File: src/rtl/conv33_sched.sv
// conv33_sched: sequences one 3x3 convolution pass. It loads the weights,
// issues one window per valid output position under a credit limit, and
// reports done once every issued result has drained.
module conv33_sched #(
  parameter int unsigned IMG_W        = 28,
  parameter int unsigned IMG_H        = 28,
  parameter int unsigned NUM_WEIGHTS  = 9,
  parameter int unsigned MAX_INFLIGHT = 4,
  parameter int unsigned CNT_W        = 10
) (
  input  logic             clk,
  input  logic             rst,
  input  logic             start,
  output logic             busy,
  output logic             done,
  input  logic             wt_valid_in,
  output logic             wt_ready_out,
  output logic             wt_load_en,
  output logic [3:0]       wt_idx,
  output logic             win_valid_out,
  input  logic             win_ready_in,
  output logic [CNT_W-1:0] win_row,
  output logic [CNT_W-1:0] win_col,
  output logic             conv_en,
  input  logic             res_valid_in,
  input  logic             res_ready_in,
  output logic [3:0]       inflight,
  output logic [CNT_W-1:0] res_cnt
);

  localparam int unsigned TOTAL = (IMG_H - 2) * (IMG_W - 2);
  localparam logic [CNT_W-1:0] LAST_COL = CNT_W'(IMG_W - 3);
  localparam logic [CNT_W-1:0] LAST_ROW = CNT_W'(IMG_H - 3);
  localparam logic [CNT_W-1:0] TOTAL_C  = CNT_W'(TOTAL);
  localparam logic [3:0]       LAST_WT  = 4'(NUM_WEIGHTS - 1);
  localparam logic [3:0]       MAX_CR   = 4'(MAX_INFLIGHT);

  typedef enum logic [2:0] {
    S_IDLE,
    S_LOAD_W,
    S_RUN,
    S_DRAIN,
    S_DONE
  } state_t;

  state_t           state_q, state_d;
  logic [3:0]       wt_idx_d, inflight_d;
  logic [CNT_W-1:0] row_d, col_d, res_cnt_d;
  logic             busy_d, done_d, wt_ready_d;
  logic             drain;

  // Handshake strobes; a drain with no credit outstanding is ignored
  always_comb begin
    wt_load_en    = wt_valid_in & wt_ready_out;
    win_valid_out = (state_q == S_RUN) && (inflight < MAX_CR);
    conv_en       = win_valid_out & win_ready_in;
    drain         = res_valid_in & res_ready_in & (inflight != 4'd0);
  end

  // Next-state, counter and registered-output logic
  always_comb begin
    state_d    = state_q;
    wt_idx_d   = wt_idx;
    row_d      = win_row;
    col_d      = win_col;
    inflight_d = inflight;
    res_cnt_d  = res_cnt;

    if (conv_en && !drain) begin
      inflight_d = inflight + 4'd1;
    end else if (drain && !conv_en) begin
      inflight_d = inflight - 4'd1;
    end
    if (drain) begin
      res_cnt_d = res_cnt + CNT_W'(1);
    end

    case (state_q)
      S_IDLE: begin
        if (start) begin
          state_d    = S_LOAD_W;
          wt_idx_d   = 4'd0;
          row_d      = '0;
          col_d      = '0;
          res_cnt_d  = '0;
          inflight_d = 4'd0;
        end
      end
      S_LOAD_W: begin
        if (wt_load_en) begin
          wt_idx_d = wt_idx + 4'd1;
          if (wt_idx == LAST_WT) begin
            state_d = S_RUN;
          end
        end
      end
      S_RUN: begin
        if (conv_en) begin
          if (win_col == LAST_COL) begin
            col_d = '0;
            row_d = win_row + CNT_W'(1);
            if (win_row == LAST_ROW) begin
              state_d = S_DRAIN;
            end
          end else begin
            col_d = win_col + CNT_W'(1);
          end
        end
      end
      S_DRAIN: begin
        // Look at next-cycle values so done follows the last drain by one cycle
        if ((inflight_d == 4'd0) && (res_cnt_d == TOTAL_C)) begin
          state_d = S_DONE;
        end
      end
      S_DONE: begin
        state_d = S_IDLE;
      end
      default: begin
        state_d = S_IDLE;
      end
    endcase

    busy_d     = (state_d != S_IDLE);
    done_d     = (state_d == S_DONE);
    wt_ready_d = (state_d == S_LOAD_W);
  end

  // State and registered outputs
  always_ff @(posedge clk or posedge rst) begin
    if (rst) begin
      state_q      <= S_IDLE;
      busy         <= 1'b0;
      done         <= 1'b0;
      wt_ready_out <= 1'b0;
      wt_idx       <= 4'd0;
      win_row      <= '0;
      win_col      <= '0;
      inflight     <= 4'd0;
      res_cnt      <= '0;
    end else begin
      state_q      <= state_d;
      busy         <= busy_d;
      done         <= done_d;
      wt_ready_out <= wt_ready_d;
      wt_idx       <= wt_idx_d;
      win_row      <= row_d;
      win_col      <= col_d;
      inflight     <= inflight_d;
      res_cnt      <= res_cnt_d;
    end
  end

endmodule

File: config.mk
export PLATFORM = sky130hd
export DESIGN_NAME = conv33_sched
export DESIGN_NICKNAME = d
export VERILOG_FILES = /design/src/rtl/conv33_sched.sv
export SDC_FILE = /design/constraint.sdc
export NUM_CORES = 1
export LEC_CHECK = 0
export ABC_CLOCK_PERIOD_IN_PS = 4660
export CAP_MARGIN = 40
export CORE_ASPECT_RATIO = 1.75
export CORE_MARGIN = 2
export CORE_UTILIZATION = 55
export DETAILED_ROUTE_END_ITERATION = 10
export PLACE_DENSITY = 0.89
export SYNTH_ARGS = -nofsm -noshare
export SYNTH_HDL_FRONTEND = slang
export SYNTH_SLANG_ARGS = --single-unit
File: constraint.sdc
create_clock -name clk -period 4.66 [get_ports clk]
set_input_delay 0.699 -clock clk [delete_from_list [all_inputs] [get_ports clk]]
set_output_delay 0.699 -clock clk [all_outputs]
set_load 0.1 [all_outputs]
==> metrics.md <==
| Metric | Value |
|---|---|
| Status | `finished, final reports clean` |
| Vias in the first global route | `2570` |
| CP Data Required Time | `3960 ps` |
| FF-to-FF Start | `inflight[0]$_DFF_PP0_` |
| Syn Nets | `287` |
| # diodes | `0` |
| Mapped cell area | `2510 um2` |
| Die width | `55.1 um` |
| Die Y | `93.4 um` |
| H-tree depth | `2` |
| Max Fanout on Critical Path | `8` |
| Utilization after layout | `85.1%` |
| Largest net degree at the start of global routing | `45` |
| Leakage | `1.61 nW` |
| Minimum clock period | `3130 ps` |
| Initial antenna violation count | `0` |
| Seq pwr share | `29.6%` |
| Hold buffer count at CTS | `0` |
| Reg clk slew, reported paths | `80 ps` |
| Startpoint types | `flip-flop` |
| Met1 Resource Use GR | `33.5%` |
| DR vias | `2481` |
| Cells on Worst Hold Path | `1` |
| Post-CTS Resized | `0` |
| Final RePlAce weighted congestion | `0.752` |
| Seq. cell area | `1100 um2` |
| Hold Crit Start | `win_row[3]$_DFFE_PP0P_` |
| Hold Fails Final Rpt | `0` |
| CTS Buffer Depth | `2` |
| Gr busiest metal | `met2` |
| WS Path Type | `flip-flop to output pin` |
| Switch Pwr | `0.000951 W` |
| Final clock period utilization by the worst path | `67.1%` |
| Post-synthesis sequential area ratio | `43.9%` |
| Global-route met2 utilization | `55.3%` |
| Layout cells sized above 1 | `16.6%` |
| Number of setup buffers added after CTS | `0` |
| Worst Setup End Kind | `output pin` |
| DRT antenna net count | `0` |
| Post-route DRC | `0` |
| Area share of the largest cell type after synthesis | `43.9%` |
| Core area | `4400 um2` |
| Layout net count | `378` |
| First-pass GRT wire length | `11600 um` |
| R2r endpoint | `done$_DFF_PP0_` |
| Asr flop ratio synth | `100%` |
| Worst VDD drop | `0.000546 V` |
| Top cell type by total area after synthesis | `dfrtp_1` |
| Max-cap viol count | `0` |
| Die area | `5140 um2` |
| Logic pwr share | `58.2%` |
| Mapped Cells | `271` |
| Port buffer count | `50` |
| Root Buffer Master | `clkbuf_8` |
| Synth area leaders | `dfrtp_1 44%, xor2_1 4.9%, ha_1 4.5%` |
| Int Pwr | `0.000928 W` |
| Total grt overflow | `0` |
| Area growth from synthesis to layout | `49.4%` |
| Highest clock rate | `0.320 GHz` |
| TritonCTS buffer count | `5` |
| Post-synth EDFFs | `0` |
| Synth warn | `0` |
| Post-route setup TNS | `0 ps` |
| CTS tree | `yes` |
| Reg2Reg Setup Slack | `2110 ps` |
| Clk_skew | `5.29 ps` |
| Site row count | `32` |
| Switch share | `50.6%` |
| Sink Count | `44` |
| Crit path DAT | `2430 ps` |
| Initial Utilization | `57.0%` |
| Dpl cell area | `3670 um2` |
| Initial DRC count | `57` |
| Worst reg-to-reg path cell count | `8` |
| Synth Flop Type | `dfrtp_1` |
| Vias per inst | `6.01` |
| Clk pwr share | `12.2%` |
| Fillers | `213` |
| Multi-input logic area | `1320 um2` |
| Drt pass-1 iters | `5` |
| RSZ-0062 raised after global routing | `no` |
| Global routing usage on met3 | `4.47%` |
| Final instance area | `3750 um2` |
| Final hold slack | `539 ps` |
| Wire per inst | `17.0 um` |
| Hold path endpoint | `win_row[3]$_DFFE_PP0P_` |
| Num ports | `51` |
| Worst skew pair latency | `290 ps` |
| Setup violators final | `0` |
| Total Routing Usage GR | `31.0%` |
| Power Dens Cells | `501 nW/um2` |
| Slew Limit Fails | `0` |
| Drt total wl | `7030 um` |
| Detailed placement HPWL | `5390 um` |
| Slew @ Worst Pin | `848 ps` |
| Rel. slew slack | `43.2%` |
| Netlist cell types | `49` |
| HP Class | `flip-flop to flip-flop` |
| Avg Inst Size Synth | `9.26 um2` |
| Synth Register Bits | `44` |
[critical path, cell delays in order, from the launching register on]
cell             delay [ps]
dfrtp_1                 490
or3b_1                  600
nor3_1                  280
clkdlybuf4s50_1         560
buf_8                   200
[worst max-delay path by stage]
| stage | cells past startpoint | to | startpoint |
|---|---|---|---|
| after detailed placement | 6 | win_row[3]$_DFFE_PP0P_ | win_ready_in |
| final | 4 | win_valid_out | state_q[0]$_DFF_PP0_ |
| after global routing | 4 | win_valid_out | state_q[0]$_DFF_PP0_ |
| after floorplan | 2 | win_valid_out | inflight[2]$_DFF_PP0_ |
| after CTS | 4 | win_valid_out | state_q[0]$_DFF_PP0_ |
| after global placement | 4 | wt_load_en | wt_valid_in |
[cell usage after synthesis, types with 2 or more instances]
master     n
a21oi_1   15
a31oi_1    3
and2_1     4
and3_1     3
and4_1     2
buf_2      4
buf_6      3
clkbuf_1   4
dfrtp_1   44
ha_1       9
inv_1      9
nand2_1   26
nand3_1   10
nand4_1    9
nand4_2    2
nor2_1    30
nor2b_1    3
nor3_1    12
nor3b_1    2
nor4_1     2
o21ai_0   17
o31ai_1    2
or3_1      8
or3b_1     2
or4_1      2
xnor2_1    8
xor2_1    14
[stage by stage]
step	instances	setup slack [ps]	total power [W]
after floorplan	271	833	0.00126
after global placement	363	1480	0.00144
after detailed placement	406	1690	0.00165
after CTS	413	1540	0.00188
after global routing	413	1480	0.00197
final	413	1530	0.00188
[cell type report]
class / count / area share [%]
clock buffers: 6 / 1.94
clock inverters: 1 / 0.133
inverters: 9 / 0.901
multi-input cells: 207 / 35.1
flip-flops and latches: 44 / 29.4
well taps: 51 / 1.70
repair buffers: 95 / 30.9
[logic make-up (layout without fill, tap and decap cells)]
group                      Yosys count  after routing  synth area share, %
DFF                                 44             44                 43.9
xor gates and xnor gates            22             22                 7.68
and+or+nand+nor                    127            127                 27.8
buffers and inverters               20            111                 4.09
AOI/OAI and AO/OA                   48             48                 11.7
adders and majority gates           10             10                 4.89
[state kept, by name, summed over array words and instances (netlist names)]
register and cells:
wt_ready_out 1, win_col 10, state_q 3, done 1, res_cnt 10, busy 1, inflight 4, win_row 10
wt_idx 4
[routing by layer]
layer / vias to the layer above / wire length, um
met1: 1210 / 2450
met5: - / 0
met2: 102 / 4030
met3: 26 / 296
met4: 0 / 254
li1: 1143 / -
[power by group through the flow]
stage | registers, W | logic, W | clock network [W]
5_1_grt | 0.000568 | 0.00115 | 0.000245
3_3_place_gp | 0.000556 | 0.000879 | 0
3_5_place_dp | 0.000561 | 0.00109 | 0
4_1_cts | 0.000553 | 0.00110 | 0.000228
6_report | 0.000556 | 0.00109 | 0.000229
2_1_floorplan | 0.000896 | 0.000363 | 0
[cells in the final DEF, fill, tap and decap left out, types with 2 or more instances in the layout]
cell type / count
and3_1: 3
a31oi_1: 3
o21ai_0: 17
or3b_1: 2
and4_1: 2
and2_1: 4
xnor2_1: 8
nor3b_1: 2
dfrtp_1: 44
xor2_1: 14
nor3_1: 12
or3_1: 8
o31ai_1: 2
nand4_2: 2
nand4_1: 9
a21oi_1: 15
or4_1: 2
nand3_1: 10
clkbuf_8: 5
nand2_1: 26
nor2_1: 30
nor4_1: 2
inv_1: 9
buf_4: 3
buf_8: 43
clkdlybuf4s50_1: 49
ha_1: 9
nor2b_1: 3
Note: power is estimated with default switching activity, not from simulation.
